==> src/rtl/osc_pkg.sv <==
// osc_pkg: shared constants for the oscillator output path
// Full-scale sample limits, unity-gain helper and waveform shape encoding.
package osc_pkg;
  localparam logic signed [31:0] FS_POS = 32'sh3FFF_FFFF;
  localparam logic signed [31:0] FS_NEG = 32'shC000_0000;
  localparam logic SHAPE_SINE = 1'b0;
  localparam logic SHAPE_SQUARE = 1'b1;
  localparam int GAIN_W_DEF = 16;
  localparam int unsigned UNITY_GAIN_DEF = 32'd1 << (GAIN_W_DEF - 1);
  function automatic int unsigned unity_gain(input int gain_w);
    return 32'd1 << (gain_w - 1);
  endfunction
endpackage

==> src/rtl/sync_fifo.sv <==
// sync_fifo: small synchronous FIFO with registered storage and flush
// Ports: Fg_clk/Resetn (async active-low), flush empties the FIFO with priority,
// push/din write (dropped when full unless popping), pop/dout read head,
// full/empty status. dout reads 0 while empty.
module sync_fifo #(
  parameter int W = 12,
  parameter int DEPTH = 4
) (
  input  logic         Fg_clk,
  input  logic         Resetn,
  input  logic         flush,
  input  logic         push,
  input  logic [W-1:0] din,
  input  logic         pop,
  output logic [W-1:0] dout,
  output logic         full,
  output logic         empty
);
  localparam int AW = $clog2(DEPTH);
  logic [W-1:0] mem_d [DEPTH];
  logic [W-1:0] mem_q [DEPTH];
  logic [AW-1:0] wr_d, wr_q, rd_d, rd_q;
  logic [AW:0] cnt_d, cnt_q;
  logic wr, rd;
  assign full = cnt_q == (AW+1)'(DEPTH);
  assign empty = cnt_q == '0;
  assign dout = empty ? '0 : mem_q[rd_q];
  // a push into a full FIFO only lands when the head leaves in the same cycle
  assign wr = push & (~full | pop);
  assign rd = pop & ~empty;
  always_comb begin
    mem_d = mem_q;
    wr_d = wr_q;
    rd_d = rd_q;
    cnt_d = cnt_q;
    if (flush) begin
      wr_d = '0;
      rd_d = '0;
      cnt_d = '0;
    end else begin
      if (wr) mem_d[wr_q] = din;
      wr_d = wr ? wr_q + AW'(1) : wr_q;
      rd_d = rd ? rd_q + AW'(1) : rd_q;
      cnt_d = cnt_q + (AW+1)'(wr) - (AW+1)'(rd);
    end
  end
  always_ff @(posedge Fg_clk or negedge Resetn)
    if (!Resetn) begin
      mem_q <= '{default: '0};
      wr_q <= '0;
      rd_q <= '0;
      cnt_q <= '0;
    end else begin
      mem_q <= mem_d;
      wr_q <= wr_d;
      rd_q <= rd_d;
      cnt_q <= cnt_d;
    end
endmodule

==> src/rtl/osc_dac_formatter.sv <==
// osc_dac_formatter: gain/offset/saturate oscillator samples into buffered DAC codes
// Ports: Fg_clk/Resetn (async active-low); s_valid/s_data oscillator samples;
// flush clears pipeline and FIFO; shape selects sine or square; gain (Q1.GAIN_W-1)
// and offset set amplitude and DC level; clr_stat clears clip_cnt/ovf;
// dac_valid/dac_code/dac_ready is the FIFO head handshake to the serializer.
module osc_dac_formatter
  import osc_pkg::*;
#(
  parameter int DAC_W = 12,
  parameter int GAIN_W = 16,
  parameter int FIFO_DEPTH = 4
) (
  input  logic               Fg_clk,
  input  logic               Resetn,
  input  logic               s_valid,
  input  logic signed [31:0] s_data,
  input  logic               flush,
  input  logic               shape,
  input  logic [GAIN_W-1:0]  gain,
  input  logic signed [31:0] offset,
  input  logic               clr_stat,
  output logic               dac_valid,
  output logic [DAC_W-1:0]   dac_code,
  input  logic               dac_ready,
  output logic [15:0]        clip_cnt,
  output logic               ovf
);
  localparam int PW = 33 + GAIN_W;
  localparam int YW = PW + 1;
  logic signed [31:0] x;
  logic signed [PW-1:0] prod;
  logic signed [YW-1:0] y;
  logic s1_v_d, s1_v_q, s2_v_d, s2_v_q, s2_clip_d, s2_clip_q, ovf_d, ovf_q, full, empty;
  logic signed [PW-1:0] s1_d, s1_q;
  logic [DAC_W-1:0] s2_code_d, s2_code_q;
  logic [15:0] clip_cnt_d, clip_cnt_q, cnt_base;
  always_comb begin
    x = shape == SHAPE_SQUARE ? (s_data[31] ? FS_NEG : FS_POS) : s_data;
    prod = PW'(x) * PW'($signed({1'b0, gain}));
    s1_d = prod >>> (GAIN_W - 1);
    s1_v_d = s_valid & ~flush;
    y = YW'(s1_q) + YW'(offset);
    s2_v_d = s1_v_q & ~flush;
    s2_clip_d = (y > YW'(FS_POS)) || (y < YW'(FS_NEG));
    // in range, bit 30 is the inverted sign of the offset-binary code
    s2_code_d = y > YW'(FS_POS) ? '1 : y < YW'(FS_NEG) ? '0 : {~y[30], y[29:31-DAC_W]};
    // clear first so a same-cycle event still registers
    cnt_base = clr_stat ? '0 : clip_cnt_q;
    clip_cnt_d = (s2_v_q & s2_clip_q & ~flush & ~&cnt_base) ? cnt_base + 16'd1 : cnt_base;
    ovf_d = (ovf_q & ~clr_stat) | (s2_v_q & ~flush & full & ~dac_ready);
  end
  always_ff @(posedge Fg_clk or negedge Resetn)
    if (!Resetn) begin
      s1_v_q <= 1'b0;
      s1_q <= '0;
      s2_v_q <= 1'b0;
      s2_clip_q <= 1'b0;
      s2_code_q <= '0;
      clip_cnt_q <= '0;
      ovf_q <= 1'b0;
    end else begin
      s1_v_q <= s1_v_d;
      s1_q <= s1_d;
      s2_v_q <= s2_v_d;
      s2_clip_q <= s2_clip_d;
      s2_code_q <= s2_code_d;
      clip_cnt_q <= clip_cnt_d;
      ovf_q <= ovf_d;
    end
  sync_fifo #(.W(DAC_W), .DEPTH(FIFO_DEPTH)) u_fifo (
    .Fg_clk(Fg_clk),
    .Resetn(Resetn),
    .flush (flush),
    .push  (s2_v_q),
    .din   (s2_code_q),
    .pop   (dac_ready),
    .dout  (dac_code),
    .full  (full),
    .empty (empty)
  );
  assign dac_valid = ~empty;
  assign clip_cnt = clip_cnt_q;
  assign ovf = ovf_q;
endmodule

==> config.mk <==
export PLATFORM = sky130hd
export DESIGN_NAME = osc_dac_formatter
export DESIGN_NICKNAME = d
export VERILOG_FILES = /design/src/rtl/osc_pkg.sv /design/src/rtl/sync_fifo.sv /design/src/rtl/osc_dac_formatter.sv
export SDC_FILE = /design/constraint.sdc
export NUM_CORES = 2
export LEC_CHECK = 0
export ABC_AREA = 1
export ABC_CLOCK_PERIOD_IN_PS = 2040
export BUFFER_PORTS_ARGS = -buffer_cell sky130_fd_sc_hd__clkbuf_2
export CAP_MARGIN = 10
export CORE_ASPECT_RATIO = 1.5
export CORE_MARGIN = 2
export CORE_UTILIZATION = 59
export CTS_CLUSTER_DIAMETER = 80
export CTS_CLUSTER_SIZE = 24
export DETAILED_ROUTE_END_ITERATION = 10
export GPL_TIMING_DRIVEN = 0
export PLACE_DENSITY = 0.86
export SLEW_MARGIN = 10
export SYNTH_ARGS = -nofsm -noshare
export SYNTH_HDL_FRONTEND = slang
export SYNTH_SLANG_ARGS = --single-unit
==> constraint.sdc <==
create_clock -name Fg_clk -period 2.04 [get_ports Fg_clk]
set_input_delay 0.408 -clock Fg_clk [delete_from_list [all_inputs] [get_ports Fg_clk]]
set_output_delay 0.408 -clock Fg_clk [all_outputs]
set_load 0.02 [all_outputs]
; Word level (Yosys, flattened, before mapping)
; Index checks and enable logic that the tools add are counted.
[classes]
n_addsub = 6
n_mul = 1
n_lt_le_gt_ge = 5
n_eq_ne = 1
mux = 18
bitwise = 21
reduce_logical = 8
[ops]
columns = operator, n
row1 = 12-bit two-way mux, 6
row2 = 32-bit two-way mux, 2
row3 = 50-bit by 31-bit > comparator with 1-bit output (second input constant), 1
row4 = 50-bit by 31-bit less-than comparator with 1-bit output (second input constant), 1
row5 = 32-bit by 17-bit multiplier with 49-bit output, 1
row6 = 48-bit bitwise mux, 1
row7 = 34-bit by 32-bit adder with 35-bit output, 1
row8 = 16-bit two-way mux, 2
row9 = 12-bit binary-select mux with 2-bit select, 1
row10 = 12-bit demux with 2-bit select, 1
row11 = 16-bit by 1-bit adder with 16-bit output (second input constant), 1
row12 = 16-bit AND reduction, 1
row13 = 1-bit bitwise AND, 11
row14 = 2-bit two-way mux, 4
row15 = 3-bit greater-or-equal comparator (second input constant), 2
row16 = 1-bit inverter, 6
row17 = 2-bit inverter with 3-bit output, 2
row18 = 2-bit by 1-bit adder with 2-bit output (second input constant), 2
row19 = 2-bit nonzero test, 2
row20 = 3-bit by 1-bit adder with 3-bit output, 1
row21 = 3-bit equality test (second input constant), 1
row22 = 3-bit logical NOT, 1
row23 = 3-bit by 1-bit less-than comparator with 1-bit output (second input constant), 1
row24 = 3-bit two-way mux, 1
row25 = 6 further kinds, 7
[word_totals]
regBits = 121
inputBits = 87

; Longest topological paths before layout
[depth]
ltp_word = 7
mapped_depth = 31
mapped_depth_nobuf = 28

; Hierarchy
; Synthesis repeated with hierarchy kept, for this count alone.
[unflattened]
cells_unflattened = 3253
hier_area_um2 = 25265.5
[modules_own_cells]
columns = module, n_inst, cells_per_inst, area_each_um2, seq_area_each_um2
row1 = osc_dac_formatter, 1, 2898, 22506.6, 1651.6
row2 = sync_fifo, 1, 355, 2758.9, 1376.3

; Least setup slack after synthesis
; OpenSTA, ideal clock, no wires.
[synth_timing]
path_type = in2reg
startpoint = input s_data[31]
endpoint = register s1_q[19]
setup_time_ns = 0.128
arrival_time_ns = 6.069
required_time_ns = 1.912
slack_ns = -4.157
cell_stages = 27
path_cell_list = buf_2 -> nand2_1 -> buf_2 -> buf_2 -> o21ai_1 -> inv_1 -> nand2_1 -> fa_1 -> inv_1 -> fa_1 -> inv_1 -> fa_1 -> inv_1 -> fa_1 -> fa_1 -> inv_1 -> fa_1 -> inv_1 -> ha_1 -> a21o_1 -> a21oi_1 -> o21ai_0 -> nand2_1 -> nand2_1 -> a21oi_1 -> o21bai_1 -> xor2_1
[synth_via]
elab_chain_cells = 3
[synth_rtl]
columns = element, line
row1 = "start, declared", osc_dac_formatter.sv:16  ; input logic signed [31:0] s_data,
row2 = 32-bit two-way mux, osc_dac_formatter.sv:38  ; x = shape == SHAPE_SQUARE ? (s_data[31] ? FS_NEG : FS_POS) : s_data;
row3 = 32-bit two-way mux *, osc_dac_formatter.sv:38
row4 = 32-bit by 17-bit multiplier with 49-bit output *, osc_dac_formatter.sv:39  ; prod = PW'(x) * PW'($signed({1'b0, gain}));
row5 = via prod[34], osc_dac_formatter.sv:31  ; logic signed [PW-1:0] prod;
row6 = "end signal, assigned", osc_dac_formatter.sv:55  ; s1_q <= '0;
row7 = "end signal, assigned", osc_dac_formatter.sv:63  ; s1_q <= s1_d;
row8 = "end, declared", osc_dac_formatter.sv:34  ; logic signed [PW-1:0] s1_d, s1_q;
; Mark *: on every way through the listed nets, which the timed path passes. The rest lies on a longest branch.
; A chain may end at the register's enable or synchronous reset.

; Worst setup path after layout
[layout_timing]
startpoint = input gain[15]
endpoint = register s1_q[27]
[layout_via]
elab_chain_cells = 1
[layout_rtl]
columns = element, line
row1 = "start, declared", osc_dac_formatter.sv:19  ; input logic [GAIN_W-1:0] gain,
row2 = 32-bit by 17-bit multiplier with 49-bit output, osc_dac_formatter.sv:39
row3 = via prod[42], osc_dac_formatter.sv:31
; The timed path passes the listed nets, and every way through them passes these cells.

==> results.txt <==
Layout cells sized above 1: 30.06%
Outcome: finished, violations left
Full die area: 44370 um2
Die Span Y: 257.0 um
Largest area contributor in the netlist: fa_1
Startpoint Class: input port
Largest net degree at the start of global routing: 103
Clock latency on the worst-skew pair: 0.43 ns
Dpl cells: 3904
Avg Inst Size Synth: 7.786 um2
Crit path max fanout: 10
Setup WS post-layout: -3.926 ns
Crit path from: gain[15]
Largest family of logic cells by synthesized area: adder cells
Root Buffer: clkbuf_16
Worst stage delay on the critical path: 0.78 ns
Number of synthesized flops with an enable pin: 0
Row count: 92
Final Non-Filler Cells: 4163
WP data required: 2.40 ns
Top cells by area, synth: fa_1 (39%), dfrtp_1 (12%), inv_1 (12%)
Fin area: 32990 um2
Failing checks: setup timing
CTS tree: done
Multi-input logic area: 21910 um2
Post-synthesis mux area share: 0%
Post-Synth Adder-Cell Area: 46.64%
Synth Area in XOR/XNOR: 2.192%
Initial core utilization: 59.91%
Antenna Nets Post-Route: 0
Crit Path Category: input port to flop
Synth Area in Compound Gates: 6.825%
H-tree Lvls: 4
Slew margin rel.: 32.10%
# Max-Cap Violations: 0
Syn Inst Count: 3233
Most common cell on crit path: inv_1
Dominant synthesized flop cell: dfrtp_1
Total track usage: 38.21%
Mean routed wirelength per cell: 22.05 um
Reg2Reg Launch Point: s1_q[14]
Reg2reg path depth: 14
Sequential cell area: 3029 um2
Vias in the first global route: 25050
Area after DPL: 27410 um2
Count leader, synth: inv_1
Initial drt markers: 2460
Sequential share of the synthesized area: 12.03%
Final nets: 4318
Final setup fails: 59
Clk sinks: 121
Hold Path Class: input port to flop
Gpl congestion: 1.035
Post-synth ARST share: 100.0%
Grt ovf: 0
Max Buffers Root-to-Sink: 2
Final worst clock skew: 0.005736 ns
Fin crit share: 292.5%
Simple-gate area share of the yosys netlist: 18.95%
Worst reg2reg endpoint: s2_clip_q
Core area: 42020 um2
DP Worst Slack: -5.000 ns
Hold_sp: s_valid
Vias/cell: 5.879
IO buf count: 106
Area of the mapped netlist: 25170 um2
Crit path DAT: 6.32 ns
Slowest CP cell: clkbuf_1
Final hold viol count: 0
Post-synth top cells: inv_1 (781), nand2_1 (668), fa_1 (489), nor2_1 (431), ha_1 (156)
CP endpoint: s1_q[27]
Post-DP HPWL: 65260 um
Worst-Margin Slew: 1.018 ns
Mapped Nets: 3965
Max-slew violation count: 0
Synth Register Bits: 121
Initial antenna violation count: 1
FMAX: 0.1676 GHz
Inserted Clock Buffers: 17
Fillers: 2531
Die width: 172.7 um
Routed WL: 91810 um
Clock transition at path regs: 0.05 ns
Reg2reg setup slack: -0.35 ns
I/O Pins: 117
Period minus WS final: 5.966 ns
Yosys cell types: 45
Unrepaired setup endpoints after global routing: true
Worst-path cell chain: clkbuf_2 > inv_1 > clkbuf_1 > nor2_1 > ha_1 > fa_1 > fa_2 > fa_2 > fa_1 > inv_1 > fa_2 > inv_2 > ha_4 > nand2_4 > nor2_2 > inv_1 > nor2_1 > inv_1 > nor4_4 > nand3_1 > nand4_1 > xor2_1
Number of antenna diodes: 0
Area Growth Syn to Fin: 31.08%
Synth warn: 0
Synth top area share: 38.89%
DRC viols: 0
Post-layout util: 78.53%
First-pass GRT wire length: 129500 um
Via count: 24480
Worst Setup End Kind: flop
Detailed Routing Iterations Pass 1: 8
-- worst max-delay path, delay by kind of cell --
kind	cells	cell delay, ns
adders and majority gates	7	3.41
buffers and inverters	7	1.31
and+or+nand+nor	7	1.01
xor gates and xnor gates	1	0.16
-- metal layers --
layer / global-route usage, % / vias to the layer above / part of all wire, %
met5: 0 / - / 0.016
met4: 33.36 / 2 / 12
met3: 7.166 / 730 / 9.4
met2: 67.45 / 1739 / 48
met1: 38.55 / 11780 / 30
li1: - / 10230 / -
-- what timing repair did --
item	CTS	global route
pin swaps	178	261
gates cloned	7	6
resized for setup	398	481
hold buffers	1	0
endpoints found under the hold margin	19	0
buffers inserted	117	100
endpoints found under the setup margin	84	119
-- worst min-delay path by stage --
| stage | end | cells after the start | slack, ns |
|---|---|---|---|
| detailed placement | s1_v_q | 1 | 0.28 |
| finish | s1_v_q | 3 | 0.18 |
| floorplan | clip_cnt[0] | 0 | 0.11 |
| global route | s1_v_q | 3 | 0.18 |
| CTS | s1_v_q | 3 | 0.18 |
| global placement | s2_v_q | 2 | 0.46 |
-- registers in the layout (all words and copies together), names as in the netlist, 2 cells and up --
name,flops
s1_q,34
clip_cnt,16
u_fifo.mem_q,48
u_fifo.wr_q,2
u_fifo.cnt_q,3
u_fifo.rd_q,2
s2_code_q,12
-- through the flow --
step	TNS, ns	hold WS [ns]
floorplan	-117.37	0.1124
global placement	-309.35	0.4552
detailed placement	-173.11	0.2849
CTS	-123.88	0.1777
finish	-130.98	0.1764
global route	-137.90	0.1830
-- cell usage in the layout, fill, tap and decap left out, types with 51 or more instances in the layout --
master,instances
nand2_1,528
dfrtp_1,120
o21ai_0,73
buf_4,176
nor2_1,330
inv_2,91
inv_1,671
clkbuf_2,124
ha_1,96
nand2_2,96
nor2_4,58
fa_1,448
ha_4,51
a21oi_1,55
-- logic make-up after synthesis --
logic type / Yosys count
AOI/OAI and AO/OA: 310
adders and majority gates: 645
buffers and inverters: 883
and+or+nand+nor: 1211
DFF: 121
xor gates and xnor gates: 63
-- layout make-up --
class                      count  share of cell area [%]
inverter                     788                   9.306
multi-input combinational   2229                   66.41
clock inverter                11                  0.3678
timing repair buffer         335                   8.544
tap                          564                   2.139
buffer                        94                   2.628
clock buffer                  21                   1.426
sequential                   121                   9.181
Power is not shown: default switching activity piles up to over one toggle a cycle in this logic, so the estimate is an artifact.
